--- src/rtl/bus_pkg.sv ---
// Shared arbiter state encoding and default address map for the two-master bus.
package bus_pkg;

  typedef logic [0:0] arb_state_t;

  localparam arb_state_t GRANT_M0 = 1'b0;
  localparam arb_state_t GRANT_M1 = 1'b1;

  localparam logic [7:0] S0_BASE_DEFAULT  = 8'h00;
  localparam logic [7:0] S1_BASE_DEFAULT  = 8'h20;
  localparam logic [7:0] WIN_MASK_DEFAULT = 8'hE0;

endpackage

--- src/rtl/bus_addr_decoder.sv ---
// Slave window decode and read-data return mux for the granted master's address.
module bus_addr_decoder
  import bus_pkg::*;
#(
  parameter logic [7:0] S0_BASE  = S0_BASE_DEFAULT,
  parameter logic [7:0] S1_BASE  = S1_BASE_DEFAULT,
  parameter logic [7:0] WIN_MASK = WIN_MASK_DEFAULT
) (
  input  logic       granted_req,
  input  logic [7:0] address,
  input  logic [7:0] s0_dout,
  input  logic [7:0] s1_dout,
  output logic       s0_sel,
  output logic       s1_sel,
  output logic [7:0] m_din
);

  logic s0_hit;
  logic s1_hit;

  assign s0_hit = (address & WIN_MASK) == S0_BASE;
  assign s1_hit = (address & WIN_MASK) == S1_BASE;

  // Slave 0 wins if the windows were ever configured to overlap, keeping selects one-hot.
  assign s0_sel = granted_req && s0_hit;
  assign s1_sel = granted_req && s1_hit && !s0_hit;

  always_comb begin
    m_din = 8'h00;
    if (s0_sel) begin
      m_din = s0_dout;
    end else if (s1_sel) begin
      m_din = s1_dout;
    end
  end

endmodule

--- src/rtl/bus_arbiter.sv ---
// Two-master, two-slave bus arbiter that parks on M0 and never preempts the owner.
// Define BUS_TIMEOUT_EN to add a grant-hold timeout that forces a handover.
module bus_arbiter
  import bus_pkg::*;
#(
  parameter logic [7:0] S0_BASE        = S0_BASE_DEFAULT,
  parameter logic [7:0] S1_BASE        = S1_BASE_DEFAULT,
  parameter logic [7:0] WIN_MASK       = WIN_MASK_DEFAULT,
  parameter int         TIMEOUT_CYCLES = 16
) (
  input  logic       clk,
  input  logic       reset_n,
  input  logic       M0_req,
  input  logic       M1_req,
  input  logic       M0_wr,
  input  logic       M1_wr,
  input  logic [7:0] M0_address,
  input  logic [7:0] M1_address,
  input  logic [7:0] M0_dout,
  input  logic [7:0] M1_dout,
  output logic       M0_grant,
  output logic       M1_grant,
  output logic [7:0] M_din,
  output logic       S0_sel,
  output logic       S1_sel,
  output logic [7:0] S_address,
  output logic       S_wr,
  output logic [7:0] S_din,
  input  logic [7:0] S0_dout,
  input  logic [7:0] S1_dout,
  output logic       bus_timeout
);

  arb_state_t state_reg;
  arb_state_t state_next;
  logic       granted_req;
  logic       other_req;

  if (TIMEOUT_CYCLES < 1 || TIMEOUT_CYCLES > 32) begin : g_timeout_range
    $error("TIMEOUT_CYCLES must fit the 5-bit hold counter");
  end

  assign M0_grant = (state_reg == GRANT_M0);
  assign M1_grant = (state_reg == GRANT_M1);

  always_comb begin
    granted_req = M0_req;
    other_req   = M1_req;
    S_address   = M0_address;
    S_din       = M0_dout;
    S_wr        = M0_wr && M0_req;
    if (state_reg == GRANT_M1) begin
      granted_req = M1_req;
      other_req   = M0_req;
      S_address   = M1_address;
      S_din       = M1_dout;
      S_wr        = M1_wr && M1_req;
    end
  end

  always_comb begin
    state_next = state_reg;
    case (state_reg)
      GRANT_M0: if (!M0_req && M1_req) state_next = GRANT_M1;
      GRANT_M1: if (!M1_req) state_next = GRANT_M0;
      default:  state_next = GRANT_M0;
    endcase
  end

`ifdef BUS_TIMEOUT_EN
  localparam logic [4:0] HOLD_LIMIT = 5'(TIMEOUT_CYCLES - 1);

  logic [4:0] hold_cnt_reg;
  logic       timeout_reg;
  logic       hold_active;
  logic       hold_expired;

  assign hold_active  = granted_req && other_req;
  assign hold_expired = hold_active && (hold_cnt_reg == HOLD_LIMIT);
  assign bus_timeout  = timeout_reg;

  always_ff @(posedge clk or negedge reset_n) begin
    if (!reset_n) begin
      state_reg    <= GRANT_M0;
      hold_cnt_reg <= 5'd0;
      timeout_reg  <= 1'b0;
    end else begin
      timeout_reg <= hold_expired;
      if (hold_expired) begin
        // Forced handover: both masters are requesting, so the other one is waiting.
        state_reg    <= (state_reg == GRANT_M0) ? GRANT_M1 : GRANT_M0;
        hold_cnt_reg <= 5'd0;
      end else begin
        state_reg    <= state_next;
        hold_cnt_reg <= hold_active ? hold_cnt_reg + 5'd1 : 5'd0;
      end
    end
  end
`else
  assign bus_timeout = 1'b0;

  always_ff @(posedge clk or negedge reset_n) begin
    if (!reset_n) begin
      state_reg <= GRANT_M0;
    end else begin
      state_reg <= state_next;
    end
  end
`endif

  bus_addr_decoder #(
    .S0_BASE  (S0_BASE),
    .S1_BASE  (S1_BASE),
    .WIN_MASK (WIN_MASK)
  ) u_decoder (
    .granted_req (granted_req),
    .address     (S_address),
    .s0_dout     (S0_dout),
    .s1_dout     (S1_dout),
    .s0_sel      (S0_sel),
    .s1_sel      (S1_sel),
    .m_din       (M_din)
  );

endmodule

--- config.mk ---
export PLATFORM = sky130hd
export DESIGN_NAME = bus_arbiter
export DESIGN_NICKNAME = d
export VERILOG_FILES = /design/src/rtl/bus_pkg.sv /design/src/rtl/bus_addr_decoder.sv /design/src/rtl/bus_arbiter.sv
export SDC_FILE = /design/constraint.sdc
export NUM_CORES = 1
export LEC_CHECK = 0
export CORE_MARGIN = 5
export CORE_UTILIZATION = 19
export CTS_CLUSTER_DIAMETER = 40
export DETAILED_ROUTE_END_ITERATION = 10
export PLACE_DENSITY = 0.79
export SLEW_MARGIN = 15
export SYNTH_ARGS = -nofsm -noshare
export SYNTH_HDL_FRONTEND = slang
export SYNTH_HIERARCHICAL = 1
export SYNTH_SLANG_ARGS = --single-unit
--- constraint.sdc ---
create_clock -name clk -period 2.1 [get_ports clk]
set_input_delay 0.315 -clock clk [delete_from_list [all_inputs] [get_ports clk]]
set_output_delay 0.315 -clock clk [all_outputs]
set_load 0.1 [all_outputs]
==> reports/qor.log, run 1 <==
[outcome] run status complete, no violations
[global_route] number of antenna violations at the first check in global routing 0
[sta] RSZ-0062 raised after global routing false
[logic_synthesis] Syn Std Cell Area 430 um2
[logic_synthesis] number of distinct library cell variants in the gate-level netlist after synthesis 15
[global_route] via count of the first global-routing pass 898
[setup_path] kind of critical path register to output pin
[sta] number of slew-limit violations in the final report 0
[routing] post-route ant nets 0
[placement] placed instance area 1690 um2
[sta] Fin Clk Skew 0 ns
[placement] placer congestion estimate 0.751
[layout] Final Net Count 192
[logic_synthesis] warning count from the yosys run 6
[sta] Fmax achieved 483 MHz
[logic_synthesis] synthesized area per cell 8.44 um2
[worst_hold_path] worst min-delay path class input pin to async pin
[routing] overall routed net length 2.82 mm
[sta] PnR worst setup slack 0.0311 ns
[clocking] clock transition at the register clock pins on the worst setup and hold paths after CTS 0 ns
[routing] Initial DRC Count 12
[logic_synthesis] synthesized-area fraction occupied by ao, oa, aoi and oai cells 1.16%
[layout] synthesis-to-layout area growth 298%
[global_route] largest net degree at the start of global routing 12
[global_route] global-route wire length before repair 4.37 mm
[sta] setup total negative slack 0 ns
[setup_path] maximum fanout along the worst path 7
[sta] Final Hold Violating Endpoints 0
[layout] finished layout cell area 1710 um2
[placement] Detail Placement HPWL 2.42 mm
[layout] fraction of layout instances using a drive strength above 1 49.3%
[floorplan] die width 57.6 um
[floorplan] number of rows in the core area 17
[logic_synthesis] number of nets produced by synthesis 105
[logic_synthesis] proportion of synthesized chip area in sequential cells 5.81%
[routing] average wire per cell in the routed design 17.2 um
[sta] period utilization 98.5%
[layout] max reg flops 1
[logic_synthesis] synthesized-area fraction occupied by and/or/nand/nor cells 18.3%
[placement] DP Worst Slack -0.111 ns
[global_route] Congestion Overflow GR 0
[setup_path] Worst setup EP type output pin
[clocking] clock network latency to the later pin of the worst-skew pair 0 ns
[power] total power draw 0.732 mW
[routing] ratio of routed vias to standard cells 4.38
[power] Max rail drop VDD 0.000328 V
[floorplan] effective utilization at floorplan 19.6%
[routing] Pre-Repair DR Iteration Count 3
[power] pwr/cell area 428 nW/um2
[clocking] setup bufs post-CTS 0
[routing] number of DRC violations after detailed routing 0
[setup_path] Arrival @ worst endpoint 1.75 ns
[logic_synthesis] Seq cells post-synth 1
[sta] Period minus WS final 2.07 ns
[floorplan] Floorplan Core Area 2190 um2
[floorplan] die area 3320 um2
[layout] Final Core Density 78.1%
[setup_path] nature of the critical path startpoint register
[layout] Diodes inserted 0
[logic_synthesis] xor-xnor portion of the synthesized cell area 0%
[setup_path] Critical Path RT 1.78 ns
[placement] number of buffer cells added on primary ports 82
[logic_synthesis] fraction of synthesized area in multiplexers 60.5%
[floorplan] Die Ht 57.6 um
[floorplan] number of ports placed on the die boundary 84
[global_route] GRT Util Overall 16.8%
[logic_synthesis] synthesized instance count 51
[logic_synthesis] adder-cell share of the synthesized area 0%
[routing] vias after detailed routing 718
[power] static leakage power 0.723 nW
[sta] setup-violating endpoint count in the final report 0
[logic_synthesis] dominant combinational cell family by area after synthesis multiplexers
[flow_run] max-cap violations 0
==> worst max-delay path, stage by stage (launching register included) <==
cell	delay (ns)
sky130_fd_sc_hd__dfrtp_4	0.50
sky130_fd_sc_hd__mux2_4	0.33
sky130_fd_sc_hd__or3b_4	0.45
sky130_fd_sc_hd__buf_12	0.17
sky130_fd_sc_hd__nor2_4	0.13
sky130_fd_sc_hd__buf_12	0.18
==> cells by family (layout without fill, tap and decap cells) <==
group / Yosys count / after routing
muxes: 24 / 24
buffers and inverters: 8 / 93
AOI/OAI and AO/OA: 1 / 1
other: 1 / 1
and+or+nand+nor: 16 / 16
DFF: 1 / 1
==> cell usage in the layout, fill, tap and decap left out, types with 2 or more instances in the layout <==
cell type and n:
sky130_fd_sc_hd__clkdlybuf4s50_1 47, sky130_fd_sc_hd__buf_12 30, sky130_fd_sc_hd__mux2_2 13, sky130_fd_sc_hd__nor2_4 10, sky130_fd_sc_hd__mux2i_1 8, sky130_fd_sc_hd__dlygate4sd2_1 6, sky130_fd_sc_hd__buf_4 6, sky130_fd_sc_hd__mux2_4 3
sky130_fd_sc_hd__inv_1 3, sky130_fd_sc_hd__nand2_1 2
==> cell type report <==
| class | instances | area (um2) |
|---|---|---|
| multi-input cells | 42 | 440 |
| flip-flops and latches | 1 | 28.8 |
| fillers | 150 | 479 |
| repair buffers | 90 | 1200 |
| inverters | 3 | 11.3 |
| well taps | 28 | 35.0 |
==> power by group <==
| group | internal [mW] | switching, mW |
|---|---|---|
| clock | 0 | 0 |
| sequential | 0.0219 | 0.00331 |
| combinational | 0.299 | 0.408 |
==> path summary, 6_finish.rpt <==
check                      cells after the start                 end  slack (ns)               start
min reg2reg                                    3  M1_grant$_DFF_PN0_        0.85  M1_grant$_DFF_PN0_
max in group asynchronous                      1  M1_grant$_DFF_PN0_        1.52             reset_n
min                                            1  M1_grant$_DFF_PN0_        0.47             reset_n
max                                            5            M_din[0]        0.03  M1_grant$_DFF_PN0_
min in group clk                               3  M1_grant$_DFF_PN0_        0.80              M1_req
max reg2reg                                    3  M1_grant$_DFF_PN0_        1.04  M1_grant$_DFF_PN0_
==> metrics by stage <==
step                      hold WS (ns)  cells
final                            0.466    164
after global routing             0.468    164
after CTS                        0.466    164
after detailed placement         0.466    163
after global placement           0.465    163
after floorplan                 0.0194     51
==> synthesized netlist by cell type <==
library cell	instances	share of area [%]
sky130_fd_sc_hd__o21ai_0	1	1.2
sky130_fd_sc_hd__inv_1	3	2.6
sky130_fd_sc_hd__nand3_1	1	1.2
sky130_fd_sc_hd__and2_1	1	1.5
sky130_fd_sc_hd__nor2_1	10	8.7
sky130_fd_sc_hd__buf_6	3	7.8
sky130_fd_sc_hd__conb_1	1	0.87
sky130_fd_sc_hd__nand2_1	2	1.7
sky130_fd_sc_hd__buf_2	1	1.2
sky130_fd_sc_hd__buf_4	1	1.7
sky130_fd_sc_hd__or3b_1	1	2.0
sky130_fd_sc_hd__mux2_2	16	42
sky130_fd_sc_hd__nand2b_4	1	3.2
sky130_fd_sc_hd__dfrtp_1	1	5.8
sky130_fd_sc_hd__mux2i_1	8	19
==> timing repair <==
| item | CTS | global route |
|---|---|---|
| resized for setup | 8 | 0 |
| endpoints found under the setup margin | 10 | 0 |
| hold buffers | 0 | 0 |
==> per-layer routing <==
layer / routed length (um) / global-route usage, % / vias up
li1: - / - / 341
met1: 924 / 17.0 / 332
met2: 1610 / 34.5 / 41
met3: 230 / 3.62 / 4
met4: 56 / 2.98 / 0
met5: 0 / 0 / -
No activity file was read; power rests on OpenSTA's default activity.
==> run 2: changes to the inputs <==
- CORE_UTILIZATION: 19 -> 17
- PLACE_DENSITY: 0.79 -> 0.75
- clock period: 2.1 -> 1.8 ns (I/O delays scaled with it)
==> run 2 against run 1 <==
Compared with the run above:
- the flow now finishes with violations (setup timing)
- sequential power rose by 14%
- combinational power rose by 18%
- global-route usage fell by 3.0 points
- largest cell class unchanged
==> reports/qor.log, run 2 (same netlist as run 1, synthesis figures left out) <==
[setup_path] Critical Path Slowest Stage Cell sky130_fd_sc_hd__dfrtp_4
[outcome] run status finished with violations
[floorplan] number of rows in the core area 18 [+1]
[floorplan] number of ports placed on the die boundary 84 [unchanged]
[global_route] Congestion Overflow GR 0 [unchanged]
[sta] Fin Clk Skew 0 ns [unchanged]
[layout] Final Net Count 195 [+1.6%]
[placement] Detail Placement HPWL 2.37 mm [-2.4%]
[power] static leakage power 0.740 nW [+2.4%]
[placement] placer congestion estimate 0.768 [+2.2%]
[power] Max rail drop VDD 0.000447 V [+36%]
[routing] number of DRC violations after detailed routing 0 [unchanged]
[routing] Initial DRC Count 3 [-9]
[floorplan] die area 3640 um2 [+9.7%]
[setup_path] Critical Path RT 1.53 ns [-0.25 ns]
[setup_path] Worst R2R End M1_grant$_DFF_PN0_
[layout] commonest non-fill, non-tap cell in the layout sky130_fd_sc_hd__clkdlybuf4s50_1
[setup_path] nature of the critical path startpoint register
[power] switch share 55.6% [-0.59 points]
[sta] minimum hold slack 0.425 ns [-0.0406 ns]
[routing] overall routed net length 2.52 mm [-11%]
[power] net switching component of the power 0.478 mW [+16%]
[setup_path] Arrival @ worst endpoint 1.70 ns [-0.05 ns]
[power] power share of the clock group 0% [unchanged]
[power] share of total power in combinational logic 96.7% [about the same]
[layout] finished layout cell area 1750 um2 [+2.1%]
[setup_path] Crit path largest cell delay 0.49 ns [about the same]
[clocking] clock network latency to the later pin of the worst-skew pair 0 ns [unchanged]
[sta] setup-violating endpoint count in the final report 10 [+10]
[floorplan] effective utilization at floorplan 17.5% [-2.1 points]
[routing] average wire per cell in the routed design 14.9 um [-13%]
[routing] ratio of routed vias to standard cells 4.25 [-3.0%]
[placement] number of buffer cells added on primary ports 82 [unchanged]
[setup_path] crit-path most repeated cell sky130_fd_sc_hd__buf_12
[setup_path] buffering stage count on the worst path with inverters included 2 [unchanged]
[global_route] via count of the first global-routing pass 881 [-1.9%]
[sta] PnR worst setup slack -0.173 ns [-0.204 ns]
[global_route] largest net degree at the start of global routing 12 [unchanged]
[floorplan] Die Ht 60.3 um [+4.7%]
[setup_path] cells along the critical path mux2_4, or3b_4, buf_12, nor2_4, buf_12
[sta] Fmax achieved 507 MHz
[setup_path] maximum fanout along the worst path 5 [-2]
[layout] highest-count cells in the layout ignoring fill and taps sky130_fd_sc_hd__clkdlybuf4s50_1 (47), sky130_fd_sc_hd__buf_12 (30), sky130_fd_sc_hd__mux2_2 (13)
[global_route] global-route wire length before repair 3.84 mm [-12%]
[layout] synthesis-to-layout area growth 306%
[clocking] clock transition at the register clock pins on the worst setup and hold paths after CTS 0 ns [unchanged]
[sta] period utilization 110%
[layout] # fillers 166 [+11%]
[setup_path] startpoint of the lowest-slack register-to-register path M1_grant$_DFF_PN0_
[sta] Period minus WS final 1.97 ns
[setup_path] Worst setup EP type output pin
[power] sequential share of power 3.3% [about the same]
[sta] number of slew-limit violations in the final report 0 [unchanged]
[layout] max reg flops 1 [unchanged]
[flow_run] max-cap violations 0 [unchanged]
[routing] post-route ant nets 0 [unchanged]
[setup_path] cell depth of the worst flop-to-flop path 4 [+1]
[sta] Final Hold Violating Endpoints 0 [unchanged]
[layout] fraction of layout instances using a drive strength above 1 50.4% [+1.1 points]
[global_route] GRT Util Overall 13.9% [-3.0 points]
[global_route] number of antenna violations at the first check in global routing 0 [unchanged]
[power] Internal Dissipation 0.383 mW [+19%]
[routing] Pre-Repair DR Iteration Count 3 [unchanged]
[worst_hold_path] worst min-delay path class input pin to async pin
[sta] RSZ-0062 raised after global routing true
[placement] placed instance area 1710 um2 [+1.0%]
[power] pwr/cell area 492 nW/um2 [+15%]
[setup_path] category of cells accounting for the largest share of critical-path delay simple AND/OR/NAND/NOR gates
[setup_path] kind of critical path register to output pin
[layout] Diodes inserted 0 [unchanged]
[outcome] failing checks setup timing
[floorplan] die width 60.3 um [+4.7%]
[setup_path] register-to-register setup slack 0.63 ns [-0.41 ns]
[routing] vias after detailed routing 718 [unchanged]
[floorplan] Floorplan Core Area 2450 um2 [+12%]
## run 2: what timing repair did
item | 4_1_cts | 5_1_grt
cloned | 1 | 0
setup endpoints to repair | 10 | 10
resized for setup | 8 | 1
hold buffers | 0 | 0
setup buffers | 2 | 0
pin swaps | 3 | 2
## run 2: final cells by class
class                      instances  area, um2  area share, %
tap                               30       37.5           2.15
multi-input combinational         42        448           25.6
inverter                           3       11.3          0.644
timing repair buffer              93       1220           69.9
sequential                         1       28.8           1.65
## run 2: how the worst max path moves through the flow
stage | start | end | slack [ns] | depth (start not counted)
2_1_floorplan | M1_grant$_DFF_PN0_ | M_din[0] | -0.80 | 5
3_3_place_gp | M0_address[6] | M_din[5] | -0.31 | 6
3_5_place_dp | M0_address[6] | M_din[3] | -0.33 | 6
4_1_cts | M1_grant$_DFF_PN0_ | M_din[3] | -0.20 | 5
5_1_grt | M1_grant$_DFF_PN0_ | M_din[4] | -0.21 | 5
6_report | M1_grant$_DFF_PN0_ | M_din[3] | -0.17 | 5
## run 2: routing by layer
layer | share of wire, % | track usage, % | wire [um]
met1 | 27 | 12.1 | 679
met2 | 60 | 29.6 | 1510
met3 | 12 | 4.97 | 299
met4 | 1.1 | 2.22 | 28
met5 | 0 | 0 | 0
## run 2: per-stage QoR
| stage | util, % | setup slack, ns | TNS [ns] | total power [mW] | instances |
|---|---|---|---|---|---|
| finish | 71.2 | -0.173 | -1.69 | 0.861 | 169 |
| global route | 71.2 | -0.208 | -2.00 | 0.888 | 169 |
| CTS | 71.0 | -0.196 | -1.75 | 0.866 | 169 |
| detailed placement | 69.5 | -0.329 | -3.24 | 0.854 | 166 |
| global placement | 69.5 | -0.314 | -3.10 | 0.845 | 166 |
| floorplan | - | -0.801 | -8.01 | 0.501 | 51 |
## run 2: power groups by stage
stage / combinational [mW] / clock [mW] / sequential [mW]
floorplan: 0.463 / 0 / 0.0386
global placement: 0.817 / 0 / 0.0284
detailed placement: 0.825 / 0 / 0.0288
CTS: 0.838 / 0 / 0.0283
global route: 0.858 / 0 / 0.0291
finish: 0.832 / 0 / 0.0287
==> run 3: changes to the inputs <==
- CELL_PAD_IN_SITES_DETAIL_PLACEMENT: default -> 1
- CELL_PAD_IN_SITES_GLOBAL_PLACEMENT: default -> 2
- CORE_UTILIZATION: 17 -> 10
- PLACE_DENSITY: 0.75 -> default
- PLACE_DENSITY_LB_ADDON: default -> 0.1
==> run 3 against run 2 <==
Compared with the run above:
- the flow still finishes with violations (setup timing)
- wire length fell by 0.36%
- final cell count is 11% higher
- fmax grew 0.37%
- worst hold slack lost 0.0054 ns
- power decreased by 0.69%
- setup slack gained 0.0072 ns
- sequential share of layout area about the same
- combinational power fell by 0.6%
- critical path type unchanged
- largest cell class unchanged
- largest power group unchanged
==> reports/qor.log, run 3 (same netlist as run 1, synthesis figures left out) <==
[outcome] run status finished with violations
[outcome] failing checks setup timing
[sta] RSZ-0062 raised after global routing true
[power] Internal Dissipation 0.380 mW [-0.74%]
[global_route] number of antenna violations at the first check in global routing 0 [unchanged]
[sta] Fmax achieved 509 MHz [+0.37%]
[sta] Period minus WS final 1.97 ns [-0.00723 ns]
[layout] commonest non-fill, non-tap cell in the layout sky130_fd_sc_hd__clkdlybuf4s50_1
[layout] fin cells 188 [+11%]
[setup_path] Critical Path RT 1.53 ns [about the same]
[setup_path] nature of the critical path startpoint register
[placement] DP Worst Slack -0.333 ns [-0.00485 ns]
[routing] post-route ant nets 0 [unchanged]
[layout] Final Net Count 194 [-0.51%]
[power] pwr/cell area 485 nW/um2 [-1.5%]
[setup_path] maximum fanout along the worst path 5 [unchanged]
[sta] setup-violating endpoint count in the final report 10 [unchanged]
[clocking] clock network latency to the later pin of the worst-skew pair 0 ns [unchanged]
[routing] Pre-Repair DR Iteration Count 1 [-2]
[clocking] hold buffer count at cts 0 [unchanged]
[power] Max rail drop VDD 0.000225 V [-50%]
[sta] period utilization 109% [-0.40 points]
[sta] Fin Clk Skew 0 ns [unchanged]
[setup_path] kind of critical path register to output pin
[sta] number of slew-limit violations in the final report 0 [unchanged]
[floorplan] die area 5720 um2 [+57%]
[routing] ratio of routed vias to standard cells 3.77 [-11%]
[routing] average wire per cell in the routed design 13.4 um [-10%]
[layout] highest-count cells in the layout ignoring fill and taps sky130_fd_sc_hd__clkdlybuf4s50_1 (47), sky130_fd_sc_hd__buf_12 (30), sky130_fd_sc_hd__mux2_2 (13)
[placement] placer congestion estimate 0.694 [-9.6%]
[setup_path] cell depth of the worst flop-to-flop path 3 [-1]
[setup_path] register-to-register setup slack 0.76 ns [+0.13 ns]
[power] switch share 55.6% [about the same]
[global_route] GRT Util Overall 8.41% [-5.5 points]
[routing] vias after detailed routing 709 [-1.3%]
[sta] PnR worst setup slack -0.166 ns [+0.00723 ns]
[floorplan] number of rows in the core area 23 [+5]
[setup_path] Worst setup EP type output pin
[routing] number of DRC violations after detailed routing 0 [unchanged]
[placement] number of buffer cells added on primary ports 82 [unchanged]
[floorplan] effective utilization at floorplan 10.5% [-7.0 points]
[floorplan] Die Ht 75.6 um [+25%]
[layout] max reg flops 1 [unchanged]
[clocking] clock transition at the register clock pins on the worst setup and hold paths after CTS 0 ns [unchanged]
[floorplan] number of ports placed on the die boundary 84 [unchanged]
[power] power share of the clock group 0% [unchanged]
[layout] synthesis-to-layout area growth 309%
[placement] Detail Placement HPWL 2.30 mm [-2.6%]
[routing] Initial DRC Count 0 [-3]
[floorplan] Floorplan Core Area 4090 um2 [+66%]
[sta] Final Hold Violating Endpoints 0 [unchanged]
[setup_path] Arrival @ worst endpoint 1.70 ns [about the same]
[power] static leakage power 0.734 nW [-0.82%]
[global_route] global-route wire length before repair 3.77 mm [-1.8%]
[global_route] Congestion Overflow GR 0 [unchanged]
[power] share of total power in combinational logic 96.7% [about the same]
[global_route] via count of the first global-routing pass 833 [-5.4%]
[power] total power draw 0.855 mW [-0.69%]
[power] net switching component of the power 0.475 mW [-0.64%]
[power] sequential share of power 3.3% [about the same]
[flow_run] max-cap violations 0 [unchanged]
[layout] fraction of layout instances using a drive strength above 1 50.0% [-0.36 points]
[routing] overall routed net length 2.51 mm [-0.36%]
[worst_hold_path] worst min-delay path class input pin to async pin
[floorplan] die width 75.6 um [+25%]
[layout] Diodes inserted 0 [unchanged]
[placement] placed cell count 187 [+13%]
[global_route] largest net degree at the start of global routing 11 [-1]
-- run 3: cell count changes in the layout (fill, tap and decap cells not counted) --
| cell | delta |
|---|---|
| sky130_fd_sc_hd__buf_6 | -1 |
-- run 3: path summary, 6_finish.rpt --
check	endpoint	start
min reg2reg	M1_grant$_DFF_PN0_	M1_grant$_DFF_PN0_
max	S0_sel	M1_grant$_DFF_PN0_
min	M1_grant$_DFF_PN0_	reset_n
max reg2reg	M1_grant$_DFF_PN0_	M1_grant$_DFF_PN0_
min in group clk	M1_grant$_DFF_PN0_	M1_req
max in group asynchronous	M1_grant$_DFF_PN0_	reset_n
-- run 3: layer usage --
layer / share of wire, % / GRT usage, % / vias up
met2: 53 / 17.1 / 46
met1: 31 / 8.23 / 316
met3: 16 / 3.69 / 0
met4: 0 / 0 / 0
met5: 0 / 0 / -
li1: - / - / 347
-- run 3: per-stage QoR --
| stage | utilization (%) | cell area (um2) | setup TNS (ns) | hold slack [ns] |
|---|---|---|---|---|
| floorplan | - | 532 | -8.01 | -0.0256 |
| global placement | 42.6 | 1740 | -3.06 | 0.422 |
| detailed placement | 42.6 | 1740 | -3.28 | 0.422 |
| CTS | 43.1 | 1760 | -1.73 | 0.422 |
| global route | 43.1 | 1760 | -2.00 | 0.432 |
| finish | 43.1 | 1760 | -1.56 | 0.420 |
-- run 3: what timing repair did --
item | CTS | global route
pin swaps | 4 | 4
resized for setup | 8 | 0
cloned | 1 | 0
endpoints found under the setup margin | 10 | 10
setup buffers | 0 | 0
-- run 3: critical path: stages, from the launching register on --
cell                      delay, ns
sky130_fd_sc_hd__dfrtp_4       0.48
sky130_fd_sc_hd__mux2_4        0.31
sky130_fd_sc_hd__or3b_4        0.45
sky130_fd_sc_hd__buf_12        0.17
sky130_fd_sc_hd__nor2_4        0.10
sky130_fd_sc_hd__buf_12        0.18
-- run 3: power groups by stage --
stage          clock [mW]  combinational [mW]  sequential, mW
6_report                0               0.827          0.0281
5_1_grt                 0               0.856          0.0286
4_1_cts                 0               0.836          0.0283
3_5_place_dp            0               0.827          0.0282
3_3_place_gp            0               0.820          0.0282
2_1_floorplan           0               0.463          0.0386
-- run 3: final cells by class --
type	count	area, um2
well taps	50	62.6
multi-input cells	42	448
repair buffers	92	1210
inverters	3	11.3
fillers	438	2320
flip-flops and latches	1	28.8
